## src/rtl/plic_pkg.sv

```systemverilog
// plic_pkg: shared gateway state encoding and defaults
package plic_pkg;
  typedef enum logic [1:0] {GW_IDLE, GW_PENDING, GW_INFLIGHT} gw_state_e;
  localparam int NUM_SRC_DEFAULT = 2;
endpackage

```

## src/rtl/irq_gate_ch.sv

```systemverilog
// irq_gate_ch: one button channel with sync, debounce, edge count and request/claim/complete FSM
module irq_gate_ch
  import plic_pkg::*;
#(
  parameter int DEBOUNCE_CYCLES = 1_000_000,
  parameter int CNT_W = 2
) (
  input  logic clk,
  input  logic rst,
  input  logic btn,
  input  logic claim,
  input  logic complete,
  output logic irq
);
  localparam int DB_W = $clog2(DEBOUNCE_CYCLES);
  logic s1, s2, stable, stable_q, rise, leave;
  logic [DB_W-1:0] db_cnt;
  logic [CNT_W-1:0] pend_cnt;
  gw_state_e state, state_n;
  always_comb begin
    rise = stable & ~stable_q;
    leave = state == GW_IDLE && pend_cnt != '0;
    state_n = leave ? GW_PENDING
            : state == GW_PENDING && claim ? GW_INFLIGHT
            : state == GW_INFLIGHT && complete ? GW_IDLE : state;
  end
  assign irq = state == GW_PENDING;
  always_ff @(posedge clk) begin
    if (rst) begin
      s1 <= 1'b0;
      s2 <= 1'b0;
      stable <= 1'b0;
      stable_q <= 1'b0;
      db_cnt <= '0;
      pend_cnt <= '0;
      state <= GW_IDLE;
    end else begin
      s1 <= btn;
      s2 <= s1;
      stable_q <= stable;
      if (s2 == stable) db_cnt <= '0;
      else if (db_cnt == DB_W'(DEBOUNCE_CYCLES - 1)) begin
        stable <= s2;
        db_cnt <= '0;
      end else db_cnt <= db_cnt + DB_W'(1);
      pend_cnt <= rise == leave ? pend_cnt
                : rise ? (&pend_cnt ? pend_cnt : pend_cnt + CNT_W'(1))
                : pend_cnt - CNT_W'(1);
      state <= state_n;
    end
  end
endmodule

```

## src/rtl/irq_gateway.sv

```systemverilog
// irq_gateway: independent button-to-PLIC request channels, one per source
module irq_gateway
  import plic_pkg::*;
#(
  parameter int NUM_SRC = NUM_SRC_DEFAULT,
  parameter int DEBOUNCE_CYCLES = 1_000_000,
  parameter int CNT_W = 2
) (
  input  logic               CLK100MHZ,
  input  logic               BTNC,
  input  logic [NUM_SRC-1:0] btn_i,
  output logic [NUM_SRC-1:0] irq_o,
  input  logic [NUM_SRC-1:0] claim_i,
  input  logic [NUM_SRC-1:0] complete_i
);
  for (genvar i = 0; i < NUM_SRC; i++) begin : g_ch
    irq_gate_ch #(
      .DEBOUNCE_CYCLES(DEBOUNCE_CYCLES),
      .CNT_W(CNT_W)
    ) u_ch (
      .clk(CLK100MHZ),
      .rst(BTNC),
      .btn(btn_i[i]),
      .claim(claim_i[i]),
      .complete(complete_i[i]),
      .irq(irq_o[i])
    );
  end
endmodule

```

## config.mk

```make
export PLATFORM = sky130hd
export DESIGN_NAME = irq_gateway
export DESIGN_NICKNAME = d
export VERILOG_FILES = /design/src/rtl/plic_pkg.sv /design/src/rtl/irq_gate_ch.sv /design/src/rtl/irq_gateway.sv
export SDC_FILE = /design/constraint.sdc
export NUM_CORES = 1
export LEC_CHECK = 0
export BUFFER_PORTS_ARGS = -buffer_cell sky130_fd_sc_hd__buf_2
export CAP_MARGIN = 10
export CORE_MARGIN = 1
export CORE_UTILIZATION = 37
export DETAILED_ROUTE_END_ITERATION = 8
export RECOVER_POWER = 25
export SYNTH_ARGS = -nofsm -noshare
export SYNTH_HDL_FRONTEND = slang
export SYNTH_SLANG_ARGS = --single-unit
```

## constraint.sdc

```tcl
create_clock -name CLK100MHZ -period 5.42 [get_ports CLK100MHZ]
set_input_delay 0.271 -clock CLK100MHZ [delete_from_list [all_inputs] [get_ports CLK100MHZ]]
set_output_delay 0.271 -clock CLK100MHZ [all_outputs]
set_load 0.005 [all_outputs]
```

======== Yosys cells after proc, flatten, opt, wreduce, memory -nomap -nowiden ========
Index checks and enable logic that the tools add are counted.
word-level totals
  bits of input ports ..................... 8
  word-level logic and storage cells ...... 76
  register bits after elaboration ......... 56
  output and inout bits ................... 2
operators by class
  mux-type cells .......................... 10
  reductions and logical operators ........ 24
  bitwise operators ....................... 8
  equality and inequality tests ........... 12
  add/sub/neg operators ................... 6
operators with widths
  cell                   count
  $add 20x1->20 const B  2
  $eq 20x20->1 const B   2
  $mux 2                 8
  $reduce_and 2->1       6
  $reduce_bool 2->1      4
  $logic_and 1x1->1      6
  $not 1->1              6
  $reduce_bool 3->1      2
  $reduce_or 3->1        2
  $add 2x1->2 const B    2
  $eq 1x1->1             4
  $eq 2x1->1 const B     2
  $eq 2x2->1 const B     2
  $logic_not 2->1        2
  $ne 2x2->1 const B     2
  $reduce_or 2->1        2
  $sub 2x1->2 const B    2
  $and 1x1->1            2
  $mux 1                 2

======== Logic depth before layout (Yosys ltp) ========
Gate-level depths: netlist (run 1).
  depth after elaboration ................. 5
  gate-level depth with buffers ........... 7
  gate-level depth less buffers ........... 5

======== Hierarchy ========
Synthesis (run 1) repeated with hierarchy kept, for this count alone.
unflattened totals
  cell total of the unflattened synthesis .. 280
  area total of the unflattened synthesis .. 2489.9 um2
by module, submodules not included
  module       times used  cells an instance  area each (um2)  sequential area each (um2)
  irq_gate_ch  2           140                1244.9           560.5

======== Worst setup path after synthesis (run 1) ========
OpenSTA, ideal clock, no wires.
  kind .................................... reg-to-reg
  start point ............................. register g_ch[1].u_ch.db_cnt[6]
  end point ............................... register g_ch[1].u_ch.db_cnt[11]
  period minus slack after synthesis ...... 1.904 ns
  library setup time ...................... 0.114 ns
  data arrival time ....................... 1.789 ns
  required time ........................... 5.306 ns
  path buffers ............................ 2
  slack ................................... 3.516 ns
  stages on the path, launching flop included .. 7
  path through ............................ dfxtp_1 > buf_6 > or4_1 > or4_4 > o21ai_4 > buf_6 > nor2_1
between the ends
  longest elaborated chain between the ends .. 2
  elaborated cells on any way between the ends .. 3
  classes of those cells .................. 1 x add/sub; 1 x eq/ne; 1 x reduce/logical
ends and longest elaborated chain
  element                                                                RTL line           RTL
  from (decl)                                                            irq_gate_ch.sv:17  logic [DB_W-1:0] db_cnt;
  from (signal assigned)                                                 irq_gate_ch.sv:45  end else db_cnt <= db_cnt + DB_W'(1);
  parallel branches: the longest is 2 deep, another holds $add 20x1->20  -
Several ways; the timed one is not identified.
A chain may end at the register's enable or synchronous reset.

======== Final worst setup path (run 1) ========
  start point ............................. register g_ch[1].u_ch.db_cnt[11]
  end point ............................... register g_ch[1].u_ch.db_cnt[10]
between the ends
  longest elaborated chain between the ends .. 2
ends and longest elaborated chain
  element                    RTL line           RTL
  $eq 20x20->1               irq_gate_ch.sv:42  else if (db_cnt == DB_W'(DEBOUNCE_CYCLES - 1)) begin
  $reduce_or 3->1 (no line)  -
Every way passes these cells.

==> metrics.md, run 1 <==
| Metric | Value |
|---|---|
| Post-synthesis xor/xnor area fraction | 8.38% |
| Post-synth top area share | 44.7% |
| Post-synth EDFFs | 0 |
| Syn nets | 298 |
| Area Overhead vs Synth | 7.43% |
| PostCTS Resize Cnt | 0 |
| Psw | 145 uW |
| Post-cts hold buffer count | 0 |
| First-pass GRT wire length | 8390 um |
| Largest net degree at the start of global routing | 21 |
| Failing checks | DRC |
| RSZ-0062 raised after global routing | false |
| Core area | 6460 sq um |
| H-tree Lvls | 2 |
| Die ar. | 7110 sq um |
| Part of the power in combinational logic | 1.5% |
| Slew headroom | 42.8% |
| Initial antenna violation count | 0 |
| GPL Wtd Cong | 0.747 |
| Skew-Pair Late Insertion Delay | 310 ps |
| Final hold slack | 142 ps |
| Crit Path Class | flop to flop |
| FF-to-FF End | g_ch[1].u_ch.db_cnt[10] |
| Num CTS Buffers | 5 |
| Sequential area share after synthesis | 44.7% |
| Max Slew Vio Count | 0 |
| Cell Area, Synth | 2510 sq um |
| Routed wire per std cell | 12.5 um |
| CTS Buffer Depth | 2 |
| Worst VDD drop | 0.0953 mV |
| Area contributors post-synth | dfxtp_1 45%, xor2_1 5.2%, nor2_1 4.5% |
| Count of different cell masters after synthesis | 42 |
| Max_cap viols | 0 |
| Clock root buffer | clkbuf_8 |
| Clock Skew | 8.80 ps |
| CP Launch Type | flop |
| Synth Instances | 288 |
| Synth Area in Compound Gates | 12.7% |
| CP Max Fanout | 19 |
| Ys async rst share | 0% |
| N_diodes | 0 |
| DRT Wirelength | 4640 um |
| Final setup viols | 0 |
| Area leader, netlist | dfxtp_1 |
| I/O pin cnt | 10 |
| Synth Area per Inst | 8.71 sq um |
| Vias in the first global route | 1867 |
| Worst min path class | input pin to flop |
| FF-to-FF setup slack | 3350 ps |
| Peak Freq | 483 MHz |
| Most common cell in the synthesized netlist | dfxtp_1 |
| Die height | 84.3 um |
| Leak Pwr | 0.000876 uW |
| Num Clock Sinks | 56 |
| Multiplexer share of the synthesized area | 0% |
| Period minus WS final | 2070 ps |
| Crit path capture type | flop |
| TritonCTS clock tree | built |
| Crit path DAT | 2260 ps |
| Reg2reg path depth | 4 |
| Ys Warns | 0 |
| RR Startpoint | g_ch[1].u_ch.db_cnt[11] |
| IO buf count | 9 |
| Post-Synth Simple-Gate Area | 29.0% |
| Power Internal | 557 uW |
| Drt first pass iters | 6 |
| Final period utilization | 38.2% |
| Clk pwr share | 39.6% |
| Top_reg_cell synth | dfxtp_1 |
| Antenna violation net count after detailed routing | 0 |
| Power Density | 261 nW/um^2 |
| Gr usage total | 14.4% |
| Drt via density | 5.29 |
| TNS Setup | 0 ps |
| Final hold viol count | 0 |
| Via count | 1959 |
| Initial core utilization | 38.8% |
| Gr ovfl total | 0 |
| Layout cells sized above 1 | 8.19% |
| Sw frac | 20.7% |
| Reg power frac | 58.9% |
| 1st-iter DRT viols | 104 |
| Status | finished, violations left |
| DR DRC count | 4 |
| Tightest Pin Transition | 859 ps |
| Std cell rows | 29 |
| HP Start | claim_i[0] |
| Commonest cells in the netlist | 56 x dfxtp_1, 30 x nor2_1, 22 x a21oi_1 |
| Crit path to | g_ch[1].u_ch.db_cnt[10] |
| Required @ worst endpoint | 5610 ps |
| #FFs+latches synth | 56 |
| Largest family of logic cells by synthesized area | simple AND/OR/NAND/NOR gates |
| CP startpoint | g_ch[1].u_ch.db_cnt[11] |
| Die Wd | 84.3 um |
| Adder-cell share of the synthesized area | 0.998% |
| Dpl hpwl | 3120 um |
| Final #Nets | 302 |
| Postcts setup bufs | 0 |
| Clk pin slew, worst setup/hold paths | 100 ps |
[sequential cells by signal (all words and copies together), names as in the netlist]
register            flops
g_ch.u_ch.pend_cnt      4
g_ch.u_ch.stable_q      2
g_ch.u_ch.s2            2
g_ch.u_ch.stable        2
g_ch.u_ch.s1            2
g_ch.u_ch.db_cnt       40
g_ch.u_ch.state         4
[routing by layer]
metal  track usage, %  vias to the layer above  share of wire [%]
met1             18.5                      906                 51
met4             6.01                        0                1.6
met2             23.3                       18                 44
met5                0                        -                  0
li1                 -                     1029                  -
met3             3.34                        6                2.4
[stage by stage]
step	worst slack (ps)	util [%]	cell area, sq um	power (uW)	instances
6_report	3350	41.7	2700	702	370
3_5_place_dp	3330	40.0	2580	434	362
3_3_place_gp	3380	40.0	2580	434	362
5_1_grt	3230	41.7	2700	731	370
2_1_floorplan	3520	-	2510	430	288
4_1_cts	3330	41.7	2700	713	370
[worst max-delay path: stages, from the launching register on]
cell	delay, ps
dfxtp_1	360
or4b_1	530
or4_4	520
o21ai_4	440
nor2_1	100
[cells by family after synthesis]
kind of cell | count (synthesis)
AO/OA/AOI/OAI | 54
XOR/XNOR | 24
AND/OR/NAND/NOR | 130
adder cells (fa/ha/maj) | 2
flip-flops | 56
buffers and inverters | 22
[final cells by class]
cell class	instances	area (sq um)
clock inverters	2	38.8
clock buffers	6	72.6
fillers	640	3760
inverters	9	33.8
well taps	77	96.3
repair buffers	10	51.3
multi-input cells	210	1280
flip-flops and latches	56	1120
[power by group through the flow]
stage                     Sequential (uW)  Combinational (uW)  Clock [uW]
after floorplan                       423                6.85           0
after global placement                423                10.8           0
after detailed placement              423                11.0           0
after CTS                             414                11.0         288
after global routing                  414                12.2         305
final                                 414                10.5         278
[how the worst min path moves through the flow]
stage	slack (ps)	to	cells past startpoint
finish	140	g_ch[0].u_ch.state[0]	2
global route	150	g_ch[0].u_ch.state[0]	2
CTS	130	g_ch[0].u_ch.state[0]	2
detailed placement	430	g_ch[0].u_ch.s2	1
global placement	420	g_ch[1].u_ch.db_cnt[0]	1
floorplan	370	g_ch[0].u_ch.state[0]	1
[cells in the final DEF, fill, tap and decap left out, types with 2 or more instances in the layout]
cell / synthesis / final
nor2_1: 30 / 30
dfxtp_1: 56 / 56
nand4_1: 10 / 10
nor2b_1: 11 / 11
or2_2: 3 / 3
xor2_1: 15 / 15
nor4b_1: 2 / 2
or3_1: 9 / 9
buf_2: 1 / 8
nand2_1: 13 / 13
ha_1: 2 / 2
nand2b_1: 2 / 2
or4_1: 10 / 10
a21oi_1: 22 / 22
o31ai_1: 8 / 8
inv_1: 9 / 9
and4_1: 4 / 4
and2_1: 3 / 3
xnor2_1: 9 / 9
and3_1: 6 / 6
nand3_1: 15 / 15
clkbuf_1: 7 / 2
nor3_1: 4 / 4
clkbuf_8: 0 / 5
o21ai_0: 17 / 17
(Power assumes the default switching activity.)
==> inputs of run 2 (changes only) <==
clock period = 2.12 ns   (was 5.42 ns; I/O delays follow)
==> run 2 against run 1 <==
Highest routed layer unchanged. Maximum frequency rose by 7.9%. Sequential share of layout area is 0.59 points lower. Clock skew rose by 1.6 ps. Clock power is 120% higher. The flow still finishes with violations (DRC). Sequential power grew to 2.6 times the previous value. First-iteration DRC count down 36%. Design area increased by 1.4%. Count of clock-buffer cells in the layout decreased by 1. Critical endpoint is now g_ch[1].u_ch.stable. Critical path type unchanged. Largest power group unchanged. Critical path depth stayed put. Flip-flop and latch count unchanged. Largest cell class unchanged.
==> metrics.md, run 2 (same netlist as run 1, synthesis figures left out) <==
| Metric | Value |
|---|---|
| Status | finished, violations left |
| Failing checks | DRC |
| Antenna violation net count after detailed routing | 0 (unchanged) |
| GPL Wtd Cong | 0.752 (+0.72%) |
| N_diodes | 0 (unchanged) |
| CTS Buffer Depth | 2 (unchanged) |
| Std cell rows | 29 (unchanged) |
| Register area | 1120 sq um (unchanged) |
| Vias in the first global route | 1844 (-1.2%) |
| Gr ovfl total | 0 (unchanged) |
| Worst min path class | input pin to flop |
| Overall power | 1700 uW (+140%) |
| Drt via density | 5.20 (-1.7%) |
| Num CTS Buffers | 5 (unchanged) |
| Num Clock Sinks | 56 (unchanged) |
| Clk pin slew, worst setup/hold paths | 110 ps (about the same) |
| Crit path capture type | flop |
| Postcts setup bufs | 0 (unchanged) |
| Cell Chain, Critical Path | or4b_1 -> or4_4 -> or3_1 -> a21oi_1 |
| I/O pin cnt | 10 (unchanged) |
| Clock root buffer | clkbuf_8 |
| Die Wd | 84.3 um (unchanged) |
| Final #Nets | 307 (+1.7%) |
| Crit path DAT | 2160 ps (-100 ps) |
| Final hold slack | 45.9 ps (-96.0 ps) |
| Dpl hpwl | 3050 um (-2.1%) |
| Via count | 1951 (-0.41%) |
| Die ar. | 7110 sq um (unchanged) |
| Area Overhead vs Synth | 8.98% |
| DR DRC count | 5 (+1) |
| TritonCTS clock tree | built |
| IO buf count | 9 (unchanged) |
| Post-layout util | 42.3% (+0.60 points) |
| CP Launch Type | flop |
| Max Slew Vio Count | 0 (unchanged) |
| Period minus WS final | 1920 ps (-152 ps) |
| TNS Setup | 0 ps (unchanged) |
| Reg with most FFs | g_ch.u_ch.db_cnt |
| Max_cap viols | 0 (unchanged) |
| Slowest cell on crit path | or4b_1 |
| Final setup viols | 0 (unchanged) |
| Initial antenna violation count | 0 (unchanged) |
| Slew headroom | 43.7% (+0.90 points) |
| First-pass GRT wire length | 7890 um (-6.0%) |
| Top flop regs | g_ch.u_ch.db_cnt: 40 flops, g_ch.u_ch.pend_cnt: 4 flops, g_ch.u_ch.state: 4 flops |
| H-tree Lvls | 2 (unchanged) |
| Number of flip-flops under the largest register name | 40 (unchanged) |
| Drt first pass iters | 6 (unchanged) |
| Core area | 6460 sq um (unchanged) |
| Initial core utilization | 38.8% (unchanged) |
| CP max stage delay | 520 ps (about the same) |
| CP Max Fanout | 5 (-14) |
| Most common cell after layout, fill and taps aside | dfxtp_1 |
| Tightest Pin Transition | 845 ps (-13.5 ps) |
| DRT Wirelength | 4340 um (-6.4%) |
| Required @ worst endpoint | 2360 ps (-3250 ps) |
| Final period utilization | 90.4% (+52 points) |
| Gr usage total | 13.5% (-0.87 points) |
| Worst VDD drop | 0.315 mV (+230%) |
| Largest net degree at the start of global routing | 21 (unchanged) |
| Final hold viol count | 0 (unchanged) |
| Multi-input logic area | 1280 sq um (unchanged) |
| 1st-iter DRT viols | 67 (-36%) |
| Routed wire per std cell | 11.6 um (-7.6%) |
| Die height | 84.3 um (unchanged) |
| Most frequent cells in the layout | 56 x dfxtp_1, 30 x nor2_1, 22 x a21oi_1 |
| Power Density | 620 nW/um^2 (+140%) |
| Skew-Pair Late Insertion Delay | 310 ps (about the same) |
| Fillcell total | 657 (+2.7%) |
| Layout cells sized above 1 | 9.40% (+1.2 points) |
| Peak Freq | 522 MHz (+7.9%) |
| Crit Path Class | flop to flop |
| RSZ-0062 raised after global routing | false |
| Clock Skew | 10.4 ps (+1.61 ps) |
| Leak Pwr | 0.000898 uW (+2.5%) |
## run 2: report_power, final
part	leakage, uW	internal [uW]	switching, uW
Clock	0.0000491	244	362
Combinational	0.000397	14.5	17.3
Sequential	0.000452	1060	2.19
Total	0.000898	1310	381
## run 2: final cells by class
class / instances / share of cell area (%)
Clock buffer: 5 / 2.52
Clock inverter: 3 / 0.961
Inverter: 9 / 1.24
Multi-Input combinational cell: 210 / 46.9
Sequential cell: 56 / 41.0
Tap cell: 77 / 3.52
Timing Repair Buffer: 15 / 3.89
## run 2: timing repair
action | in CTS | in global routing
hold buffers | 2 | 0
endpoints found under the hold margin | 2 | 0
resized for setup | 0 | 0
## run 2: layer usage
layer / global-route usage, % / wire length [um] / vias to the layer above
met2: 22.7 / 1900 / 22
met5: 0 / 0 / -
met1: 17.3 / 2290 / 890
met3: 2.65 / 122 / 2
met4: 5.08 / 34 / 0
li1: - / - / 1037
## run 2: path summary, 6_finish.rpt
path / from / end / slack (ps) / depth (start not counted)
setup / recovery: g_ch[1].u_ch.db_cnt[11] / g_ch[1].u_ch.stable / 200 / 4
hold / removal: complete_i[0] / g_ch[0].u_ch.state[1] / 50 / 3
setup reg to reg: g_ch[1].u_ch.db_cnt[11] / g_ch[1].u_ch.stable / 200 / 4
hold reg to reg: g_ch[0].u_ch.s1 / g_ch[0].u_ch.s2 / 440 / 1
## run 2: critical path: cells and delay by family, from the launching register on
family / cells / cell delay, ps
and+or+nand+nor: 3 / 1360
DFF: 1 / 360
AOI/OAI and AO/OA: 1 / 140
## run 2: stage by stage
stage	std cells	area (sq um)	worst slack (ps)
finish	375	2730	204
detailed placement	365	2620	234
floorplan	288	2510	216
global route	375	2730	115
global placement	365	2620	250
CTS	375	2740	213
